--- src/rtl/rs_write_sequencer.sv ---
// ---------------------------------------------------------------------------
// rs_write_sequencer
//
// Round-robin sequencer that shares one external rs_write_decodifier between
// two requesters. A granted word is registered onto dec_in for one evaluation
// cycle. The combinational decodifier result on dec_out is then captured and
// offered on a valid/ready output, tagged with the id of the requester.
//
// Parameters
//   W      datapath width, must match the decodifier
//   CNT_W  width of the completed-transfer counter
//
// Ports
//   clk, rst                  clock, synchronous active-high reset
//   enable                    allows new grants (sampled in IDLE only)
//   req_valid_a/b, req_data_a/b, req_ready_a/b
//                             requester handshakes (ready = word accepted)
//   dec_in  (out)             registered word driven to the decodifier
//   dec_out (in)              combinational decodifier result
//   out_valid, out_data, out_id, out_ready
//                             result handshake; out_id 0 = A, 1 = B
//   busy                      FSM is not IDLE
//   done_count                completed output transfers, wraps
// ---------------------------------------------------------------------------
module rs_write_sequencer #(
    parameter int W     = 12,
    parameter int CNT_W = 8
) (
    input  logic             clk,
    input  logic             rst,
    input  logic             enable,
    input  logic             req_valid_a,
    input  logic [W-1:0]     req_data_a,
    output logic             req_ready_a,
    input  logic             req_valid_b,
    input  logic [W-1:0]     req_data_b,
    output logic             req_ready_b,
    output logic [W-1:0]     dec_in,
    input  logic [W-1:0]     dec_out,
    output logic             out_valid,
    output logic [W-1:0]     out_data,
    output logic             out_id,
    input  logic             out_ready,
    output logic             busy,
    output logic [CNT_W-1:0] done_count
);

    typedef enum logic [1:0] {
        S_IDLE = 2'd0,
        S_EVAL = 2'd1,
        S_HOLD = 2'd2
    } state_t;

    localparam logic ID_A = 1'b0;
    localparam logic ID_B = 1'b1;

    state_t             state_q,      state_d;
    logic [W-1:0]       dec_in_q,     dec_in_d;
    logic               id_q,         id_d;
    logic               last_grant_q, last_grant_d;
    logic [W-1:0]       out_data_q,   out_data_d;
    logic               out_id_q,     out_id_d;
    logic               out_valid_q,  out_valid_d;
    logic [CNT_W-1:0]   done_count_q, done_count_d;

    logic grant_a;
    logic grant_b;
    logic can_grant;
    logic accept;

    // A lone requester always wins; under contention the one that was not
    // served last wins. last_grant resets to B so A takes the first contest.
    assign grant_a   = req_valid_a & (~req_valid_b | (last_grant_q == ID_B));
    assign grant_b   = req_valid_b & (~req_valid_a | (last_grant_q == ID_A));
    assign can_grant = (state_q == S_IDLE) & enable;
    assign accept    = can_grant & (grant_a | grant_b);

    assign req_ready_a = can_grant & grant_a;
    assign req_ready_b = can_grant & grant_b;

    // Next-state and datapath decode.
    // NOTE: every signal written here gets a default first, so no path can
    // leave it unassigned and infer a latch.
    always_comb begin
        state_d      = state_q;
        dec_in_d     = dec_in_q;
        id_d         = id_q;
        last_grant_d = last_grant_q;
        out_data_d   = out_data_q;
        out_id_d     = out_id_q;
        out_valid_d  = out_valid_q;
        done_count_d = done_count_q;

        case (state_q)
            S_IDLE: begin
                if (accept) begin
                    dec_in_d     = grant_b ? req_data_b : req_data_a;
                    id_d         = grant_b ? ID_B : ID_A;
                    last_grant_d = grant_b ? ID_B : ID_A;
                    state_d      = S_EVAL;
                end
            end
            S_EVAL: begin
                // dec_in has been stable for this whole cycle, so dec_out
                // is the settled result for the accepted word.
                out_data_d  = dec_out;
                out_id_d    = id_q;
                out_valid_d = 1'b1;
                state_d     = S_HOLD;
            end
            S_HOLD: begin
                if (out_ready) begin
                    out_valid_d  = 1'b0;
                    done_count_d = done_count_q + CNT_W'(1);
                    state_d      = S_IDLE;
                end
            end
            default: begin
                state_d = S_IDLE;
            end
        endcase
    end

    // NOTE: state is updated with non-blocking assignments so every register
    // samples the pre-edge value of its inputs regardless of statement order.
    always_ff @(posedge clk) begin
        if (rst) begin
            state_q      <= S_IDLE;
            dec_in_q     <= '0;
            id_q         <= ID_A;
            last_grant_q <= ID_B;
            out_data_q   <= '0;
            out_id_q     <= ID_A;
            out_valid_q  <= 1'b0;
            done_count_q <= '0;
        end else begin
            state_q      <= state_d;
            dec_in_q     <= dec_in_d;
            id_q         <= id_d;
            last_grant_q <= last_grant_d;
            out_data_q   <= out_data_d;
            out_id_q     <= out_id_d;
            out_valid_q  <= out_valid_d;
            done_count_q <= done_count_d;
        end
    end

    assign dec_in     = dec_in_q;
    assign out_data   = out_data_q;
    assign out_id     = out_id_q;
    assign out_valid  = out_valid_q;
    assign done_count = done_count_q;
    assign busy       = (state_q != S_IDLE);

endmodule
--- config.mk ---
export PLATFORM = sky130hd
export DESIGN_NAME = rs_write_sequencer
export DESIGN_NICKNAME = d
export VERILOG_FILES = /design/src/rtl/rs_write_sequencer.sv
export SDC_FILE = /design/constraint.sdc
export NUM_CORES = 1
export LEC_CHECK = 0
export CAP_MARGIN = 20
export CORE_MARGIN = 5
export CORE_UTILIZATION = 40
export DETAILED_ROUTE_END_ITERATION = 8
export PLACE_DENSITY = 0.78
export SLEW_MARGIN = 25
export SYNTH_ARGS = -nofsm -noshare
export SYNTH_HDL_FRONTEND = slang
export SYNTH_SLANG_ARGS = --single-unit
--- constraint.sdc ---
create_clock -name clk -period 1.7 [get_ports clk]
set_clock_uncertainty 0.15 [all_clocks]
set_input_delay 0.17 -clock clk [delete_from_list [all_inputs] [get_ports clk]]
set_output_delay 0.17 -clock clk [all_outputs]
set_load 0.02 [all_outputs]
; ---- Yosys cells after proc, flatten, opt, wreduce, memory -nomap -nowiden
; Cells that the tools add are included.
[totals]
register_bits = 38
latch_bits = 0
ramBits = 0
romBits = 0
inputBits = 42
out_inout_bits = 37
wordCells = 39
mem_count = 0
[op_classes]
n_addsub = 1
mul = 0
div = 0
magnitude_cmp = 0
eq_ne = 4
n_shift = 0
muxes = 7
n_bitwise = 12
reduce_logical = 7
[ops]
columns = op, count
row1 = two-way mux 12 bit, 1
row2 = "adder 8 x 1 -> 8 bit, second input constant", 1
row3 = AND reduction 2 bit, 4
row4 = bitwise AND 1 bit, 6
row5 = case mux 2 bit (3 select lines), 1
row6 = two-way mux 2 bit, 2
row7 = "!= test 2 bit, second input constant", 2
row8 = nonzero test 2 bit, 2
row9 = NOT 1 bit, 3
row10 = bitwise OR 1 bit, 3
row11 = "== test 2 x 1 -> 1 bit, second input constant", 1
row12 = "== test 2 bit, second input constant", 1
row13 = zero test 2 bit, 1
row14 = two-way mux 1 bit, 2
row15 = case mux 1 bit (2 select lines), 1

; ---- Depth between registers and ports, before layout
; Gate-level depths: netlist (run 1).
[logic_depth]
depth_word = 7
mapped_depth = 5
mapped_depth_nobuf = 4

; ---- Worst setup path before layout (run 1)
; Ideal clock, no wire load.
[synth_timing]
path_kind = register to register
from = register done_count_q[0] (netlist: done_count[0])
to = register done_count_q[7] (netlist: done_count[7])
setup_time_ns = 0.121
t_arrival_ns = 1.222
t_required_ns = 1.429
slack_ns = 0.208
path_stages_with_launch = 4
path_buffers = 0
synth_period_minus_slack_ns = 1.492
cell_sequence = dfxtp_1 > nand2_1 > nor4_1 > mux2_2
[synth_between]
elab_chain_cells = 1
[synth_rtl]
columns = element, line
row1 = start: declaration, 64  ; logic [CNT_W-1:0] done_count_q, done_count_d;
row2 = start signal: assignment, 144  ; done_count_q <= done_count_d;
row3 = adder 8 x 1 -> 8 bit, 114  ; done_count_d = done_count_q + CNT_W'(1);
; No other way between the ends.
; A chain may end at the register's enable or synchronous reset.

; ---- Final worst setup path (run 1)
[layout_timing]
from = register done_count_q[0] (netlist: done_count[0])
to = output done_count[0]
[layout_lines]
columns = element, line
row1 = end: declaration, 45  ; output logic [CNT_W-1:0] done_count
; No word-level cell between the ends.

==> reports/results.ini, run 1 <==
[clocking]
postCtsHoldBufs = 0
clock_sinks = 38
clk_latency_ns = 0.29
cts.root.buffer_cell = sky130_fd_sc_hd__clkbuf_8
cts_resized = 5
tritoncts = done
cts_inserted_buffers = 5
clkTransAtPathRegs_ns = 0.07
clock_path_buffers = 2
postCtsSetupRepairBufs = 0
cts.htree.levels = 2

[critical_path]
worst-endpoint-arrival_ns = 1.32
reg2reg_depth = 4
slowest_delay_ns = 0.63
timing.critical_path.fanout_max = 4
critical-path-slowest-cell = sky130_fd_sc_hd__clkdlybuf4s50_1
path_class = flip-flop to primary output
path_cells = clkdlybuf4s50_1
critical_path.reg2reg.endpoint = done_count[7]
reg2reg_start = state_q[0]
end_kind = primary output
cp.buffers_inverters = 1
rrSetupSlack_ns = 0.10
critical_path.top_delay_family = buffers and inverters
worst_ep_required_time_ns = 1.38
crit_path_start_kind = flip-flop

[final_layout]
area.growth.synth_to_final_pct = 59.9
final_layout_size_suffix_gt1_frac = 0.135
antenna_cells = 0
nets = 308
stdcell_area_um2 = 2630

[global_route]
grt_first_pass_wirelength_mm = 7.02
grt_max_degree = 16
gr-total-overflow = 0
grt_antenna_before_repair = 0
grt.total_usage = 0.166
first_global_vias = 1544

[logic_synthesis]
synth_largest_type_area_fraction = 0.463
yosys_warn_count = 0
synth.ff_latch_count = 38
post_synth_inst_count = 178
synthesis.nets = 221
synth_area_per_cell_um2 = 9.24
yosysUniqueCellTypes = 36
mappedNetlistArea_um2 = 1640
seq_area_frac_synth = 0.463
synthDominantAreaCellType = sky130_fd_sc_hd__dfxtp_1
synth.area.top_cells = sky130_fd_sc_hd__dfxtp_1, sky130_fd_sc_hd__a221oi_2, sky130_fd_sc_hd__nand2_1

[power_and_ir_drop]
power.total_mw = 2.17
p_leak_nw = 0.993
cellPowerDensity_nw_per_um2 = 826
irDropWorstVdd_mv = 0.537

[worst_hold_path]
worstHoldPathCells = 3
hold_path.class = input pin to flip-flop
worst_hold_startpoint = dec_out[2]
min_to = out_data[2]

[sta]
timing.final.hold_violations = 0
fin_tns_setup_ns = 0
worst_slew_margin_relative_to_its_limit = 0.502
grt_setup_unrepaired = false
worstMarginPinSlew_ns = 0.746
timing.final.crit_share = 0.965
setup-violations-final = 0
finalMaxSlewViolations = 0
highest_achievable_clock_rate_ghz = 0.610
layout_min_cycle_time_ns = 1.64

[route]
drt_iter0_markers = 92
drt_drc_violations_left = 0
first_pass_iters = 5
postRouteWirelength_mm = 4.54
post_drt_via_cell_ratio = 5.11
routedWlPerCell_um = 14.4
routed-via-count = 1616
final_ant_viol_nets = 0

[floorplanning]
design.core.area_um2 = 4000
floorplan.initialDensity = 0.411
floorplan.rows = 23
die_height_um = 74.1
die_width_um = 74.1
io_pins = 79
dieArea_um2 = 5490

[job]
max_cap_violations = 0

[placed_design]
place_hpwl_mm = 3.33
placed_area_um2 = 2530
final_weighted_congestion_of_routability_driven_global_placement = 0.758
port_buffers = 78

[outcome]
outcome = complete, no violations

worst max path at each step:
| stage | from | endpoint | slack, ns | cells past startpoint |
|---|---|---|---|---|
| 3_3_place_gp | req_valid_b | req_ready_b | -0.28 | 4 |
| 2_1_floorplan | done_count[0] | done_count[7] | 0.21 | 3 |
| 6_report | done_count[0] | done_count[0] | 0.06 | 1 |
| 5_1_grt | done_count[2] | done_count[2] | 0.01 | 1 |
| 4_1_cts | state_q[0] | req_ready_a | 0.002 | 4 |
| 3_5_place_dp | req_valid_b | req_ready_b | -0.29 | 4 |
layer usage:
metal | wire [um] | track usage | vias up
li1 | - | - | 813
met1 | 1860 | 0.194 | 746
met2 | 2210 | 0.275 | 48
met3 | 389 | 0.0554 | 9
met4 | 91 | 0.0744 | 0
met5 | 0 | 0 | -
power by group:
| group | switching [mW] | total, mW | internal, mW |
|---|---|---|---|
| logic | 0.214 | 0.459 | 0.245 |
| registers | 0.0245 | 0.962 | 0.938 |
| clock network | 0.310 | 0.749 | 0.439 |
| total | 0.549 | 2.17 | 1.62 |
per-stage QoR:
stage	std cells	hold slack, ns	setup WS, ns	util
after floorplan	178	0.156	0.208	-
after global placement	308	0.292	-0.281	0.632
after detailed placement	308	0.301	-0.292	0.632
after CTS	316	0.264	0.00208	0.658
after global routing	316	0.279	0.0110	0.657
final	316	0.273	0.0601	0.657
cell type report:
type | count | area (um2)
Sequential cell | 38 | 761
Timing Repair Buffer | 92 | 881
Tap cell | 50 | 62.6
Clock buffer | 7 | 76.3
Multi-Input combinational cell | 112 | 758
Inverter | 16 | 60.1
Fill cell | 339 | 1370
Clock inverter | 1 | 30.0
flip-flops by register name (all words and copies together) (netlist names):
name	cells
out_valid	1
dec_in	12
out_data	12
out_id	1
done_count	8
state_q	2
last_grant_q	1
id_q	1
cells in the mapped netlist:
cell,instances
sky130_fd_sc_hd__dfxtp_1,38
sky130_fd_sc_hd__nand2_1,30
sky130_fd_sc_hd__a21oi_1,19
sky130_fd_sc_hd__inv_1,16
sky130_fd_sc_hd__o32ai_1,12
sky130_fd_sc_hd__nor2_1,9
sky130_fd_sc_hd__a221oi_2,8
sky130_fd_sc_hd__clkbuf_1,5
sky130_fd_sc_hd__a221oi_1,4
sky130_fd_sc_hd__buf_2,4
sky130_fd_sc_hd__nor2b_1,3
sky130_fd_sc_hd__buf_6,2
sky130_fd_sc_hd__o21ai_0,2
sky130_fd_sc_hd__o31ai_1,2
sky130_fd_sc_hd__or3_1,2
sky130_fd_sc_hd__or4_1,2
sky130_fd_sc_hd__a21bo_2,1
sky130_fd_sc_hd__a221o_1,1
sky130_fd_sc_hd__a32oi_1,1
sky130_fd_sc_hd__buf_1,1
sky130_fd_sc_hd__ha_1,1
sky130_fd_sc_hd__mux2_2,1
sky130_fd_sc_hd__mux2i_1,1
sky130_fd_sc_hd__nand2b_1,1
sky130_fd_sc_hd__nand3_1,1
sky130_fd_sc_hd__nand3b_4,1
sky130_fd_sc_hd__nand4_1,1
sky130_fd_sc_hd__nand4b_1,1
sky130_fd_sc_hd__nand4bb_1,1
sky130_fd_sc_hd__nor3_1,1
sky130_fd_sc_hd__nor3b_4,1
sky130_fd_sc_hd__nor4_1,1
sky130_fd_sc_hd__o21ai_2,1
sky130_fd_sc_hd__or3b_2,1
sky130_fd_sc_hd__xnor2_1,1
sky130_fd_sc_hd__xor2_1,1
cell usage in the layout (no fill, tap or decap), drive strengths merged:
cell,n
clkdlybuf4s50,74
dfxtp,38
nand2,30
a21oi,19
inv,16
buf,14
o32ai,12
a221oi,12
nor2,9
clkbuf,9
nor2b,3
o21ai,3
or3,2
o31ai,2
or4,2
dlymetal6s2s,2
a21bo,1
nor3,1
nor3b,1
nand2b,1
or3b,1
nand4bb,1
a32oi,1
a221o,1
nand3b,1
nand4,1
nor4,1
mux2,1
nand4b,1
nand3,1
xnor2,1
mux2i,1
xor2,1
ha,1
bufinv,1
cells by family (layout without fill, tap and decap cells):
logic type,count (synthesis),count (layout),synth area share
AOI/OAI and AO/OA,51,51,0.254
xor gates and xnor gates,2,2,0.0107
adders and majority gates,1,1,0.00761
buffers and inverters,28,116,0.0761
DFF,38,38,0.463
muxes,2,2,0.0129
and+or+nand+nor,56,56,0.176
Note: power is estimated with default switching activity, not from simulation.
==> run 2, diff against run 1 <==
- CAP_MARGIN: 20 -> 0
==> results of run 2 <==
Final layout, timing and power as in run 1 (identical DEF).
